File: config.mk
export PLATFORM = sky130hd
export DESIGN_NAME = vga_fb_arbiter
export DESIGN_NICKNAME = d
export VERILOG_FILES = /design/src/rtl/vga_fb_arbiter.sv
export SDC_FILE = /design/constraint.sdc
export NUM_CORES = 1
export LEC_CHECK = 0
export ABC_AREA = 1
export CORE_ASPECT_RATIO = 0.5
export CORE_MARGIN = 3
export CORE_UTILIZATION = 40
export CTS_BUF_LIST = sky130_fd_sc_hd__clkbuf_4 sky130_fd_sc_hd__clkbuf_8 sky130_fd_sc_hd__clkbuf_16
export CTS_CLUSTER_SIZE = 25
export DETAILED_ROUTE_END_ITERATION = 10
export PLACE_DENSITY = 0.65
export SYNTH_ARGS = -nofsm -noshare
export SYNTH_HDL_FRONTEND = slang
export SYNTH_SLANG_ARGS = --single-unit
File: constraint.sdc
create_clock -name clk -period 3.5 [get_ports clk]
set_input_delay 0.7 -clock clk [delete_from_list [all_inputs] [get_ports clk]]
set_output_delay 0.7 -clock clk [all_outputs]
set_load 0.02 [all_outputs]
File: src/rtl/vga_fb_arbiter.sv
// rtl/vga_fb_arbiter.sv - frame-buffer access scheduler between VGA scan-out and host writes
//
// Prefetches pixels in raster order into a DEPTH-entry FIFO so scan-out never
// waits on memory. Every cycle the display does not need is given to the host
// write port.
//
// Ports:
//   clk, rst                 clock, synchronous active-high reset
//   disp_ena, frame_start    timing generator strobes
//   host_valid/addr/data     host write request (held stable until host_ready)
//   host_ready               write accepted and committed this cycle (comb)
//   mem_en/we/addr/wdata     single-port synchronous RAM request (comb)
//   mem_rdata                RAM read data, valid the cycle after a read
//   pix_data                 registered pixel to the DAC
//   underflow                sticky: display wanted a pixel while the FIFO was empty
module vga_fb_arbiter #(
  parameter int H_PIXELS = 500,
  parameter int V_PIXELS = 250,
  parameter int ADDR_W   = 17,
  parameter int DATA_W   = 8,
  parameter int DEPTH    = 4
) (
  input  logic              clk,
  input  logic              rst,
  input  logic              disp_ena,
  input  logic              frame_start,
  input  logic              host_valid,
  input  logic [ADDR_W-1:0] host_addr,
  input  logic [DATA_W-1:0] host_data,
  output logic              host_ready,
  output logic              mem_en,
  output logic              mem_we,
  output logic [ADDR_W-1:0] mem_addr,
  output logic [DATA_W-1:0] mem_wdata,
  input  logic [DATA_W-1:0] mem_rdata,
  output logic [DATA_W-1:0] pix_data,
  output logic              underflow
);

  localparam int TOTAL = H_PIXELS * V_PIXELS;
  localparam int PW    = $clog2(DEPTH);
  localparam int CW    = $clog2(DEPTH + 1);
  localparam logic [ADDR_W-1:0] LAST_ADDR = ADDR_W'(TOTAL - 1);
  localparam logic [CW:0]       DEPTH_C   = (CW + 1)'(DEPTH);

  logic [DATA_W-1:0] fifo_mem [DEPTH];
  logic [PW-1:0]     rd_ptr;
  logic [PW-1:0]     wr_ptr;
  logic [CW-1:0]     count;
  logic              inflight;
  logic [ADDR_W-1:0] fetch_addr;

  logic              pop;
  logic              push;
  logic              rd_go;
  logic [CW:0]       occ_after;

  assign pop  = disp_ena && (count != '0);
  assign push = inflight && !frame_start;

  // Occupancy counts the in-flight read as already stored, so issuing a read
  // only when this stays below DEPTH means its data always has a slot.
  always_comb begin
    occ_after = {1'b0, count} + (CW + 1)'(inflight) - (CW + 1)'(pop);
  end

  assign rd_go = !frame_start && (occ_after < DEPTH_C);

  always_comb begin
    mem_en     = 1'b0;
    mem_we     = 1'b0;
    mem_addr   = '0;
    mem_wdata  = '0;
    host_ready = 1'b0;
    if (!rst && !frame_start) begin
      if (rd_go) begin
        mem_en   = 1'b1;
        mem_addr = fetch_addr;
      end else if (host_valid) begin
        mem_en     = 1'b1;
        mem_we     = 1'b1;
        mem_addr   = host_addr;
        mem_wdata  = host_data;
        host_ready = 1'b1;
      end
    end
  end

  // Storage needs no reset; count and pointers define what is valid.
  always_ff @(posedge clk) begin
    if (!rst && push) begin
      fifo_mem[wr_ptr] <= mem_rdata;
    end
  end

  always_ff @(posedge clk) begin
    if (rst) begin
      rd_ptr     <= '0;
      wr_ptr     <= '0;
      count      <= '0;
      inflight   <= 1'b0;
      fetch_addr <= '0;
      pix_data   <= '0;
      underflow  <= 1'b0;
    end else begin
      pix_data <= pop ? fifo_mem[rd_ptr] : '0;
      if (disp_ena && (count == '0)) begin
        underflow <= 1'b1;
      end
      if (frame_start) begin
        // Flush; the read returning this cycle (if any) is dropped.
        rd_ptr     <= '0;
        wr_ptr     <= '0;
        count      <= '0;
        inflight   <= 1'b0;
        fetch_addr <= '0;
      end else begin
        if (push) begin
          wr_ptr <= wr_ptr + 1'b1;
        end
        if (pop) begin
          rd_ptr <= rd_ptr + 1'b1;
        end
        count    <= count + CW'(push) - CW'(pop);
        inflight <= rd_go;
        if (rd_go) begin
          fetch_addr <= (fetch_addr == LAST_ADDR) ? '0 : fetch_addr + 1'b1;
        end
      end
    end
  end

endmodule

# --- After elaboration in Yosys (flattened, before gate mapping) ---
# Memory sizes are Yosys's and may differ from the RTL's. A register that Yosys moved wholly into a read port is not among the register bits.
# Index checks and enable logic that the tools add are counted.
totals:
  in_bits: 38
  ram_bits: 32
  wordCells: 43
  latch_bits: 0
  reg_bits: 26
  rom_bits: 0
  memories: 1
op_classes:
  n_eq_ne: 1
  div: 0
  addsub: 7
  reduce_logical: 12
  bitwise_logic: 1
  n_mux: 14
  n_lt_le_gt_ge: 1
  mul: 0
  shifts: 0
mem_list:
  columns: ["name", "words", "width", "rd", "rd_ports_with_merged_regs", "write_ports", "line", "source"]
  rows:
  - ["fifo_mem", 4, 8, 1, 1, 1, "46", "logic [DATA_W-1:0] fifo_mem [DEPTH];"]
op_table:
  columns: ["operator", "n"]
  rows:
  - ["2-to-1 mux 17 bit", 4]
  - ["2-to-1 mux 8 bit", 3]
  - ["adder 17 x 1 -> 17 bit (second input constant)", 1]
  - ["== test 17 bit (second input constant)", 1]
  - ["2-to-1 mux 1 bit", 7]
  - ["logical AND 1 bit", 6]
  - ["adder 2 x 1 -> 2 bit (second input constant)", 2]
  - ["adder 3 x 1 -> 4 bit", 1]
  - ["< comparator 4 x 3 -> 1 bit (second input constant)", 1]
  - ["OR reduction 2 bit", 2]
  - ["subtractor 4 x 1 -> 4 bit", 1]
  - ["adder 3 x 1 -> 3 bit", 1]
  - ["zero test 3 bit", 1]
  - ["nonzero test 3 bit", 1]
  - ["subtractor 3 x 1 -> 3 bit", 1]
  - ["zero test 1 bit", 2]
  - ["NOT 1 bit", 1]

# --- Logic depth before layout (Yosys ltp) ---
# Gate-level depths: netlist of the first run.
depth:
  depth_word: 7
  depth_mapped: 17

# --- Worst setup path before layout of the first run ---
# No wires, ideal clock.
synth_timing:
  path_type: "input to output"
  startpoint: "in disp_ena"
  endpoint: "out mem_addr[0]"
  t_arrival_ns: 2.314
  t_required_ns: 2.800
  stages: 15
  path_buffers: 2
  setup_slack_ns: 0.486
  cell_sequence: "nand2_4 -> inv_1 -> nand2_1 -> ha_1 -> nand2_1 -> clkinv_1 -> nand4_1 -> nand2_1 -> inv_2 -> nand2_2 -> nand3_2 -> buf_6 -> buf_6 -> nand2_1 -> a21oi_1"
synth_between:
  elab_chain_len: 6
synth_lines:
  columns: ["element", "line", "source"]
  rows:
  - ["start: declaration", "25", "input logic disp_ena,"]
  - ["logical AND 1 bit", "58", "assign pop = disp_ena && (count != '0);"]
  - ["subtractor 4 x 1 -> 4 bit", "64", "occ_after = {1'b0, count} + (CW + 1)'(inflight) - (CW + 1)'(pop);"]
  - ["< comparator 4 x 3 -> 1 bit", "67", "assign rd_go = !frame_start && (occ_after < DEPTH_C);"]
  - ["logical AND 1 bit", "67", null]
  - ["2-to-1 mux 17 bit", "76", "if (rd_go) begin"]
  - ["2-to-1 mux 17 bit", "75", "if (!rst && !frame_start) begin"]
  - ["end: declaration", "33", "output logic [ADDR_W-1:0] mem_addr,"]
# No other way between the ends.

# --- Worst setup path in the final report of the first run ---
layout_timing:
  startpoint: "in disp_ena"
  endpoint: "out mem_addr[8]"
# Same word-level chain as after synthesis.

==> PnR_summary.wiki, run 1 <==
{| class="wikitable"
! Metric !! Value
|-
| Result of the run || complete, no violations
|-
| Asr flop ratio synth || 0
|-
| Clk slew on worst S/H paths || approximately 50 ps
|-
| Port Buf Inserts || between 70 and 80
|-
| Highest fanout seen on the critical path || 12
|-
| Number of warnings printed during yosys synthesis || 0
|-
| Sequential element share of the synthesized area || 0.456
|-
| Portion of netlist area occupied by mux cells || 0
|-
| DRT antenna net count || 0
|-
| Post-synthesis share of cell area spent on full adders, half adders and majority gates || 0.0334
|-
| Final Hold Violating Endpoints || 0
|-
| Worst min-delay path category || reg -> reg
|-
| Number of H-tree branching levels || 3
|-
| Part of the power in combinational logic || 0.193
|-
| Pin count of the biggest net entering global routing || 28
|-
| Leakage power of the design || between 2 and 2.5 nW
|-
| Area of the die || roughly 10000 um^2
|-
| Number of remaining DRC errors || 0
|-
| Cell internal power dissipation || approximately 1.7 mW
|-
| Clock sinks || 66
|-
| Cell area reported after detailed placement || between 4000 and 5000 um^2
|-
| Measured slew at the worst slew-check pin || 706 ps
|-
| Main combinational cell family by area after synthesis || simple AND/OR/NAND/NOR gates
|-
| Fraction of layout cells with a size suffix above 1 || 0.148
|-
| Antenna Cells || 0
|-
| WS Path Type || in -> out
|-
| Vias per cell || about 4.8
|-
| Post-Place Setup Slack || -550 ps
|-
| Worst Skew || about 9 ps
|-
| TritonCTS clock tree || built
|-
| Max-slew violation count || 0
|-
| Area share of and/or/nand/nor cells after synthesis || 0.331
|-
| X dimension of the die || ~140 um
|-
| CP Data Required Time || about 2800 ps
|-
| Utilization after layout || 0.587
|-
| Detailed router's first-iteration violation count || 219
|-
| Final wirelength || ~9100 um
|-
| Synthesized Nets || 536
|-
| Share of total power consumed by net switching || 0.256
|-
| Switching pwr || 0.599 mW
|-
| #FFs+latches synth || 66
|-
| Final sum of negative setup slack || 0 ps
|-
| # placed instances || just under 700
|-
| Layout Nets || 628
|-
| Final-layout fill cell count || a little under 800
|-
| Final instance area || 4920 um^2
|-
| Crit-path most repeated cell || sky130_fd_sc_hd__nand2_1
|-
| Average footprint of a synthesized cell || around 7.4 um^2
|-
| Netlist area before placement || roughly 3600 um^2
|-
| Post-DP HPWL || 6580 um
|-
| Overall die height || 73.1 um
|-
| Gate count after technology mapping || between 400 and 500
|-
| Effective utilization at floorplan || 0.430
|-
| Count of boundary I/O pins || between 70 and 80
|-
| Post-route total power || 2.34 mW
|-
| Share of total power in sequential cells || 0.364
|-
| Relative slew margins || 0.529
|-
| Routed len/inst || around 13 um
|-
| Crit path cell chain || clkdlybuf4s15_1, nand2_4, inv_1, nand2_1, ha_1, nand2_1, clkinv_1, nand4_1, nand2_1, nand2_1, nand2_2, nand3_4, bufbuf_16, nand2_1, nand2_1, nor2_1, buf_2
|-
| Critical path's slowest cell || sky130_fd_sc_hd__bufbuf_16
|-
| CP Capture Type || output pin
|-
| Sort of element at the start of the critical path || input pin
|-
| First-pass iteration count of the detailed router || 5
|-
| Core Footprint || approximately 8400 um^2
|-
| Peak clock frequency supported by timing || 0.300 GHz
|-
| Total track usage || 0.182
|-
| Post-synth EDFFs || 32
|-
| Xor and xnor area share after synthesis || 0.0268
|-
| Share of the synthesized area in compound gates (AO/OA/AOI/OAI) || 0.0654
|-
| Antenna violations before repair || 0
|-
| Most common flop cell mapped by yosys || sky130_fd_sc_hd__dfxtp_1
|-
| Clock period minus final worst setup slack || around 3300 ps
|-
| Clock network latency to the later pin of the worst-skew pair || roughly 330 ps
|-
| IR drop worst, VDD || between 0.4 and 0.5 mV
|-
| Clock tree buffer depth || 2
|-
| RePlAce Congestion || roughly 0.91
|-
| Number of global-route vias before repair || a little over 3000
|-
| Via count || around 3300
|-
| Cell Pwr Density || between 400 and 500 nW/um^2
|-
| Wire length of the first global-routing pass || between 10000 and 15000 um
|-
| Number of clock buffers inserted by TritonCTS || 9
|-
| Final-report setup violation count || 0
|-
| CTS Hold Bufs || 0
|-
| Row count || 23
|-
| Overflow after GRT || 0
|-
| Portion of the clock cycle consumed by the worst path in the final layout || 0.952
|-
| Arrival time of data at the critical path endpoint || between 2000 and 3000 ps
|-
| Count of maximum capacitance violations || 0
|-
| Max incr delay on CP || between 200 and 300 ps
|-
| Clock group share of total power || 0.444
|-
| Setup slack after layout || around 170 ps
|-
| Number of standard cells in the final layout excluding fillers || around 700
|-
| CTS Root Buffer Type || sky130_fd_sc_hd__clkbuf_16
|-
| Number of distinct library cell variants in the gate-level netlist after synthesis || 28
|-
| Relative area change from synthesis to final layout || 36.7%
|-
| Hold slack || ~450 ps
|}
## critical path: cells and delay by family
family	cells	cell delay [ps]
and+or+nand+nor	11	860
buffers and inverters	5	810
adders and majority gates	1	280
## final cells by class
class	count	area (um^2)	area share
repair buffers	103	920	0.187
multi-input cells	347	1660	0.338
flip-flops and latches	66	1640	0.334
clock inverters	6	115	0.0234
clock buffers	10	233	0.0473
well taps	112	140	0.0285
inverters	54	203	0.0412
## flip-flops by register name, indices dropped and copies added, names as in the netlist
name and cells:
count 3, fetch_addr 17, fifo_mem 32, inflight 1
pix_data 8, rd_ptr 2, underflow 1, wr_ptr 2
## metal layers
metal  global-route usage  part of all wire  vias to the layer above
met5                    0                 0                        -
met4               0.0526             0.013                        0
li1                     -                 -                     1765
met2                0.319              0.48                       61
met3               0.0458             0.036                       12
met1                0.226              0.47                     1480
## worst paths after layout
path         startpoint            end  slack, ps  depth (start not counted)
max            disp_ena    mem_addr[8]        170                         17
min           underflow      underflow        450                          2
max reg2reg    count[0]  fetch_addr[0]       1260                         17
min reg2reg   underflow      underflow        450                          2
## synth_stat cells, types with 2 or more instances
cell type,count,area share
sky130_fd_sc_hd__nand2_2,3,0.0052
sky130_fd_sc_hd__o21ai_0,22,0.031
sky130_fd_sc_hd__edfxtp_1,32,0.27
sky130_fd_sc_hd__a21oi_1,23,0.032
sky130_fd_sc_hd__o21ai_1,2,0.0028
sky130_fd_sc_hd__nand2_1,107,0.11
sky130_fd_sc_hd__inv_1,46,0.048
sky130_fd_sc_hd__nor3_1,6,0.0083
sky130_fd_sc_hd__clkbuf_1,12,0.013
sky130_fd_sc_hd__buf_6,2,0.0063
sky130_fd_sc_hd__xor2_1,10,0.024
sky130_fd_sc_hd__nand3_2,2,0.0056
sky130_fd_sc_hd__nand4_1,33,0.057
sky130_fd_sc_hd__inv_2,6,0.0063
sky130_fd_sc_hd__clkinv_1,2,0.0021
sky130_fd_sc_hd__ha_1,8,0.028
sky130_fd_sc_hd__buf_2,6,0.0083
sky130_fd_sc_hd__dfxtp_1,34,0.19
sky130_fd_sc_hd__nand3_1,13,0.018
sky130_fd_sc_hd__nor2_1,112,0.12
## power groups by stage
stage                     sequential, mW  clock [mW]  combinational [mW]
after floorplan                    0.865           0               0.256
after global placement             0.868           0               0.435
after detailed placement           0.868           0               0.437
after CTS                          0.852        1.06               0.452
after global routing               0.855        1.09               0.502
final                              0.852        1.04               0.451
## timing repair
item	CTS	global route
gates resized for setup	108	6
endpoints found under the setup margin	28	6
pin swaps	0	2
cloned	1	0
buffers inserted	0	0
## placed cells by master (no fill, tap or decap), types with 2 or more instances in the layout
master,netlist,final
sky130_fd_sc_hd__a21oi_1,23,23
sky130_fd_sc_hd__buf_2,6,17
sky130_fd_sc_hd__buf_4,1,28
sky130_fd_sc_hd__buf_6,2,2
sky130_fd_sc_hd__bufinv_16,0,3
sky130_fd_sc_hd__clkbuf_16,0,9
sky130_fd_sc_hd__clkdlybuf4s15_1,0,2
sky130_fd_sc_hd__clkdlybuf4s15_2,0,7
sky130_fd_sc_hd__clkdlybuf4s50_1,0,45
sky130_fd_sc_hd__clkinv_1,2,2
sky130_fd_sc_hd__clkinv_4,0,2
sky130_fd_sc_hd__dfxtp_1,34,33
sky130_fd_sc_hd__edfxtp_1,32,32
sky130_fd_sc_hd__ha_1,8,8
sky130_fd_sc_hd__inv_1,46,46
sky130_fd_sc_hd__inv_2,6,6
sky130_fd_sc_hd__nand2_1,107,107
sky130_fd_sc_hd__nand2_2,3,2
sky130_fd_sc_hd__nand2_4,1,2
sky130_fd_sc_hd__nand3_1,13,13
sky130_fd_sc_hd__nand3_4,0,2
sky130_fd_sc_hd__nand4_1,33,33
sky130_fd_sc_hd__nor2_1,112,112
sky130_fd_sc_hd__nor3_1,6,6
sky130_fd_sc_hd__o21ai_0,22,22
sky130_fd_sc_hd__o21ai_1,2,2
sky130_fd_sc_hd__xor2_1,10,10
## logic make-up after synthesis
family	Yosys count
xor gates and xnor gates	11
buffers and inverters	76
adders and majority gates	9
DFF	66
AOI/OAI and AO/OA	47
and+or+nand+nor	280
Note: power is estimated with default switching activity, not from simulation.
==> inputs of run 2 (changes only) <==
==> constraint.sdc (replaced) <==
create_clock -name clk -period 3.5 [get_ports clk]
set_input_delay 0.35 -clock clk [delete_from_list [all_inputs] [get_ports clk]]
set_output_delay 0.35 -clock clk [all_outputs]
set_load 0.02 [all_outputs]
==> run 2 against run 1 <==
  * Wire length down 2.4%
  * Hold slack worse by 1.2 ps
  * Critical endpoint is now mem_wdata[7]
  * Largest power group unchanged
  * Critical path type unchanged
  * Fmax up 3.8%
==> PnR_summary.wiki, run 2 (synthesized netlist as in run 1, its figures left out) <==
{| class="wikitable"
! Metric !! Value
|-
| Sort of element at the start of the critical path || input pin
|-
| Leakage power of the design || 2.30 nW (+12%)
|-
| CP Data Required Time || 3150 ps (+350 ps)
|-
| Overall die height || 73.1 um (unchanged)
|-
| Commonest cells after routing, fill and taps aside || sky130_fd_sc_hd__nor2_1, sky130_fd_sc_hd__nand2_1, sky130_fd_sc_hd__inv_1, sky130_fd_sc_hd__clkdlybuf4s50_1
|-
| TritonCTS clock tree || built
|-
| Crit-path most repeated cell || sky130_fd_sc_hd__nand2_1
|-
| Critical path's slowest cell || sky130_fd_sc_hd__clkdlybuf4s50_1
|-
| RePlAce Congestion || 0.916 (+0.28%)
|-
| Overflow after GRT || 0 (unchanged)
|-
| Number of remaining DRC errors || 0 (unchanged)
|-
| Portion of the clock cycle consumed by the worst path in the final layout || 0.918 (-0.0345)
|-
| Clock tree buffer depth || 2 (unchanged)
|-
| Clock period minus final worst setup slack || 3210 ps (-121 ps)
|-
| Area of the die || 10200 um^2 (unchanged)
|-
| Antenna Cells || 0 (unchanged)
|-
| Final-layout fill cell count || 776 (-0.51%)
|-
| Vias per cell || 4.78 (+0.58%)
|-
| DRT antenna net count || 0 (unchanged)
|-
| Port Buf Inserts || 74 (unchanged)
|-
| Layout Nets || 606 (-3.5%)
|-
| Worst min-delay path category || reg -> reg
|-
| Count of boundary I/O pins || 75 (unchanged)
|-
| Met2 track utilization from global routing || 0.298 (-0.0208)
|-
| Clock network latency to the later pin of the worst-skew pair || 330 ps (about the same)
|-
| Via count || 3232 (-2.6%)
|-
| Post-DP HPWL || 6160 um (-6.4%)
|-
| Hold slack || 453 ps (-1.22 ps)
|-
| RSZ-0062 raised after global routing || no
|-
| Number of flip-flops in the largest register || 32 (unchanged)
|-
| CTS Root Buffer Type || sky130_fd_sc_hd__clkbuf_16
|-
| Pin count of the biggest net entering global routing || 29 (+3.6%)
|-
| Worst Skew || 9.96 ps (+0.885 ps)
|-
| Measured slew at the worst slew-check pin || 769 ps (+63.3 ps)
|-
| Routed len/inst || 13.1 um (+0.75%)
|-
| Final Hold Violating Endpoints || 0 (unchanged)
|-
| Row count || 23 (unchanged)
|-
| X dimension of the die || 140 um (unchanged)
|-
| Arrival time of data at the critical path endpoint || 2860 ps (+230 ps)
|-
| Final wirelength || 8850 um (-2.4%)
|-
| Count of maximum capacitance violations || 0 (unchanged)
|-
| Max incr delay on CP || 550 ps (+260 ps)
|-
| First-pass iteration count of the detailed router || 4 (-1)
|-
| WS Path Type || in -> out
|-
| Antenna violations before repair || 0 (unchanged)
|-
| Core Footprint || 8370 um^2 (unchanged)
|-
| Clk slew on worst S/H paths || 50 ps (about the same)
|-
| Clock sinks || 66 (unchanged)
|-
| IR drop worst, VDD || 0.309 mV (-34%)
|-
| Gr busiest metal || met2
|-
| Regs by FF count || fifo_mem x32, fetch_addr x17, pix_data x8
|-
| Most flop-heavy register || fifo_mem
|-
| Number of H-tree branching levels || 3 (unchanged)
|-
| Crit path cell chain || clkdlybuf4s50_1, nand2_4, inv_1, nand2_1, ha_1, nand2_1, clkinv_1, nand4_1, nand2_1, nand2_1, nand2_2, nand3_2, buf_12, nand3_2, nor2_1, dlygate4sd2_1
|-
| CP Capture Type || output pin
|-
| Highest fanout seen on the critical path || 28 (+16)
|-
| CTS Hold Bufs || 0 (unchanged)
|-
| Relative slew margins || 0.485 (-0.0435)
|-
| Relative area change from synthesis to final layout || 33.0%
|-
| Number of global-route vias before repair || 2902 (-5.7%)
|-
| Met3 Track Usage GR || 0.0497 (+0.00393)
|-
| Effective utilization at floorplan || 0.430 (unchanged)
|-
| Fraction of layout cells with a size suffix above 1 || 0.0656 (-0.0829)
|-
| Met1 capacity usage during global routing || 0.222 (-0.00438)
|-
| Post-route total power || 2.12 mW (-9.4%)
|-
| Number of clock buffers inserted by TritonCTS || 9 (unchanged)
|-
| Wire length of the first global-routing pass || 14300 um (-2.8%)
|-
| Peak clock frequency supported by timing || 0.311 GHz (+3.8%)
|-
| Cell Pwr Density || 443 nW/um^2 (-6.9%)
|-
| Total track usage || 0.176 (-0.00611)
|-
| Result of the run || complete, no violations
|-
| Max-slew violation count || 0 (unchanged)
|-
| Final-report setup violation count || 0 (unchanged)
|-
| Detailed router's first-iteration violation count || 173 (-21%)
|-
| Most common cell after layout, fill and taps aside || sky130_fd_sc_hd__nor2_1
|}
run 2: cell types whose count changed in the layout (fill, tap and decap cells not counted), sizes merged, moves of 2 or more:
| cell | before | now |
|---|---|---|
| buf | 48 | 7 |
| bufinv | 3 | 1 |
| clkdlybuf4s15 | 9 | 0 |
| clkinv | 4 | 6 |
| dlygate4sd2 | 0 | 4 |
| dlymetal6s2s | 0 | 24 |
run 2: critical path, delay by kind of cell:
family	cells	cell delay [ps]
AND/OR/NAND/NOR	10	1020
adder cells (fa/ha/maj)	1	280
buffers and inverters	5	1190
run 2: routing by layer:
layer / share of wire / vias up / wire length (um)
li1: - / 1720 / -
met1: 0.46 / 1420 / 4080
met2: 0.47 / 83 / 4180
met3: 0.056 / 9 / 498
met4: 0.010 / 0 / 89
met5: 0 / - / 0
run 2: through the flow:
stage / utilization / setup WS (ps) / instances / instance area (um^2) / TNS (ps)
3_3_place_gp: 0.530 / 82.9 / 660 / 4430 / 0
5_1_grt: 0.571 / 23.1 / 676 / 4780 / 0
2_1_floorplan: - / 995 / 489 / 3600 / 0
4_1_cts: 0.564 / 0.709 / 676 / 4720 / 0
3_5_place_dp: 0.530 / -2.28 / 660 / 4430 / -2.28
6_report: 0.571 / 287 / 676 / 4780 / 0
run 2: timing repair:
| action | 4_1_cts | 5_1_grt |
|---|---|---|
| setup endpoints to repair | 4 | 28 |
| setup buffers | 0 | 0 |
| resized for setup | 4 | 25 |
run 2: worst paths after layout:
check	from	to	slack, ps	cells past startpoint
setup reg to reg	count[0]	fetch_addr[9]	1320	16
setup / recovery	disp_ena	mem_wdata[7]	290	16
hold reg to reg	underflow	underflow	450	2
hold / removal	underflow	underflow	450	2
run 2: area by class of cell:
cell class	count	area (um^2)	share of cell area
inverters	54	203	0.0424
clock inverters	7	68.8	0.0144
multi-input cells	347	1640	0.344
flip-flops and latches	66	1640	0.343
clock buffers	9	225	0.0471
well taps	112	140	0.0293
repair buffers	81	861	0.180
run 2: power by group:
part / leakage (nW) / internal [mW] / switching (mW)
clock network: 0.143 / 0.549 / 0.328
registers: 0.565 / 0.831 / 0.0211
logic: 1.59 / 0.161 / 0.230
==> inputs of run 3 (changes only) <==
- clock period: 3.5 -> 3.75 ns (I/O delays scaled with it)
==> run 3 against run 2 <==
  * Sequential power fell by 6.7%
  * Flip-flop and latch count did not move
  * Combinational power fell by 5.1%
  * First-iteration DRC count rose by 17%
  * Hold slack got worse by 5.9 ps
  * Register-to-register slack improved by 230 ps
  * Count of clock-buffer cells in the layout did not move
  * Die area did not move
  * Sequential share of layout area rose by 0.26 points
  * Setup slack got worse by 3.3 ps
  * Highest routed layer unchanged
  * Critical endpoint unchanged
  * Core utilization fell by 0.48 points
==> PnR_summary.wiki, run 3 (synthesized netlist as in run 1, its figures left out) <==
{| class="wikitable"
! Metric !! Value
|-
| Portion of the clock cycle consumed by the worst path in the final layout || 0.924
|-
| Measured slew at the worst slew-check pin || 802 ps (+32.4 ps)
|-
| Number of global-route vias before repair || 3020 (+4.1%)
|-
| Final Hold Violating Endpoints || 0 (unchanged)
|-
| DRT antenna net count || 0 (unchanged)
|-
| Row count || 23 (unchanged)
|-
| Most flop-heavy register || fifo_mem
|-
| CP Data Required Time || 3380 ps (+230 ps)
|-
| Wire length of the first global-routing pass || 14600 um (+2.0%)
|-
| Area of the die || 10200 um^2 (unchanged)
|-
| Commonest cells after routing, fill and taps aside || sky130_fd_sc_hd__nor2_1, sky130_fd_sc_hd__nand2_1, sky130_fd_sc_hd__clkdlybuf4s50_1
|-
| X dimension of the die || 140 um (unchanged)
|-
| Worst Skew || 5.14 ps (-4.82 ps)
|-
| Via count || 3274 (+1.3%)
|-
| Clock period minus final worst setup slack || ~3500 ps
|-
| Routed len/inst || 13.3 um (+1.6%)
|-
| Overall die height || 73.1 um (unchanged)
|-
| Overflow after GRT || 0 (unchanged)
|-
| Sort of element at the start of the critical path || input pin
|-
| Result of the run || complete, no violations
|-
| Layout Nets || 604 (-0.33%)
|-
| Final wirelength || 8960 um (+1.3%)
|-
| Post-DP HPWL || 6300 um (+2.3%)
|-
| Cell Pwr Density || 438 nW/um^2 (-1.2%)
|-
| Number of remaining DRC errors || 0 (unchanged)
|-
| Number of flip-flops in the largest register || 32 (unchanged)
|-
| IR drop worst, VDD || 0.264 mV (-15%)
|-
| Arrival time of data at the critical path endpoint || 3090 ps (+230 ps)
|-
| Final sum of negative setup slack || 0 ps (unchanged)
|-
| Antenna Cells || 0 (unchanged)
|-
| Number of standard cells in the final layout excluding fillers || 674 (-0.30%)
|-
| CP Capture Type || output pin
|-
| Worst min-delay path category || reg -> reg
|-
| CTS Hold Bufs || 0 (unchanged)
|-
| Crit path cell chain || clkdlybuf4s50_1, nand2_4, inv_1, nand2_1, ha_1, nand2_1, clkinv_1, nand4_1, nand2_1, inv_2, nand2_2, nand3_2, buf_12, nand3_2, nor2_1, clkdlybuf4s50_1
|-
| Clk slew on worst S/H paths || 50 ps (about the same)
|-
| RSZ-0062 raised after global routing || no
|-
| Final-report setup violation count || 0 (unchanged)
|-
| Antenna violations before repair || 0 (unchanged)
|-
| Crit-path most repeated cell || sky130_fd_sc_hd__nand2_1
|-
| Detailed router's first-iteration violation count || 203 (+17%)
|-
| Clock network latency to the later pin of the worst-skew pair || 330 ps (about the same)
|-
| Peak clock frequency supported by timing || 0.288 GHz
|-
| Port Buf Inserts || 74 (unchanged)
|-
| Pin count of the biggest net entering global routing || 30 (+3.4%)
|-
| Clock tree buffer depth || 2 (unchanged)
|-
| Number of post-CTS setup repair buffers || 0 (unchanged)
|-
| Fraction of layout cells with a size suffix above 1 || 0.0623 (-0.00333)
|-
| Vias per cell || 4.86 (+1.6%)
|-
| Highest fanout seen on the critical path || 29 (+3.6%)
|-
| Critical path's slowest cell || sky130_fd_sc_hd__clkdlybuf4s50_1
|-
| Count of maximum capacitance violations || 0 (unchanged)
|-
| Max-slew violation count || 0 (unchanged)
|-
| RePlAce Congestion || 0.879 (-4.0%)
|-
| Number of H-tree branching levels || 3 (unchanged)
|-
| Clock sinks || 66 (unchanged)
|-
| # placed instances || 658 (-0.30%)
|-
| TritonCTS clock tree || built
|-
| CTS Root Buffer Type || sky130_fd_sc_hd__clkbuf_16
|-
| Regs by FF count || fifo_mem x32, fetch_addr x17, pix_data x8
|-
| Max incr delay on CP || 620 ps (+70 ps)
|-
| Relative area change from synthesis to final layout || 31.9%
|-
| Most common cell after layout, fill and taps aside || sky130_fd_sc_hd__nor2_1
|-
| Relative slew margins || 0.464 (-0.0217)
|-
| Post-cts repair resize count || 0 (-4)
|-
| Count of boundary I/O pins || 75 (unchanged)
|-
| Core Footprint || 8370 um^2 (unchanged)
|-
| Total track usage || 0.180 (+0.00428)
|-
| First-pass iteration count of the detailed router || 4 (unchanged)
|-
| Effective utilization at floorplan || 0.430 (unchanged)
|-
| Leakage power of the design || 1.88 nW (-18%)
|-
| Number of clock buffers inserted by TritonCTS || 9 (unchanged)
|-
| WS Path Type || in -> out
|}
-- run 3: cell types whose count changed in the layout (fill, tap and decap cells not counted) --
cell                              previous run  this run
sky130_fd_sc_hd__inv_6                       1         3
sky130_fd_sc_hd__dlygate4sd2_1               4         0
sky130_fd_sc_hd__dlymetal6s2s_1             24         0
sky130_fd_sc_hd__clkinvlp_4                  1         0
sky130_fd_sc_hd__buf_4                       6         4
sky130_fd_sc_hd__dfxtp_2                     1         0
sky130_fd_sc_hd__clkinv_2                    2         1
sky130_fd_sc_hd__clkinv_1                    3         2
sky130_fd_sc_hd__bufinv_16                   1         2
sky130_fd_sc_hd__dfxtp_1                    33        34
sky130_fd_sc_hd__clkdlybuf4s50_1            46        74
-- run 3: critical path: cells and delay by family --
family / cells / cell delay, ps
buf+inv: 6 / 1510
fa+ha+maj: 1 / 280
simple gates: 9 / 910
-- run 3: power breakdown --
group	switching [mW]	internal [mW]
clock network	0.323	0.588
logic	0.218	0.155
registers	0.0201	0.775
total	0.561	1.52
-- run 3: final timing paths --
check | startpoint | end | slack [ps] | depth (start not counted)
max | disp_ena | mem_wdata[7] | 280 | 16
min | underflow | underflow | 450 | 2
max reg2reg | count[1] | fetch_addr[9] | 1550 | 16
min reg2reg | underflow | underflow | 450 | 2
-- run 3: final cells by class --
cell class                      instances  area (um^2)
Multi-Input combinational cell        347         1640
Sequential cell                        66         1640
Tap cell                              112          140
Fill cell                             804         3630
Timing Repair Buffer                   79          791
Inverter                               54          203
Clock inverter                          7          100
Clock buffer                            9          225
-- run 3: metal layers --
layer / track usage / routed length (um) / part of all wire
met4: 0.0591 / 91 / 0.010
met2: 0.309 / 4340 / 0.48
met3: 0.0478 / 450 / 0.050
met1: 0.225 / 4080 / 0.46
met5: 0 / 0 / 0
-- run 3: per-stage QoR --
step	area (um^2)	hold WS, ps	power, mW	utilization	worst slack (ps)
floorplan	3600	444	1.05	-	1220
global placement	4420	439	1.18	0.528	334
detailed placement	4420	444	1.18	0.528	287
CTS	4740	452	2.10	0.567	279
global route	4740	483	2.17	0.567	35.7
finish	4740	447	2.08	0.567	284
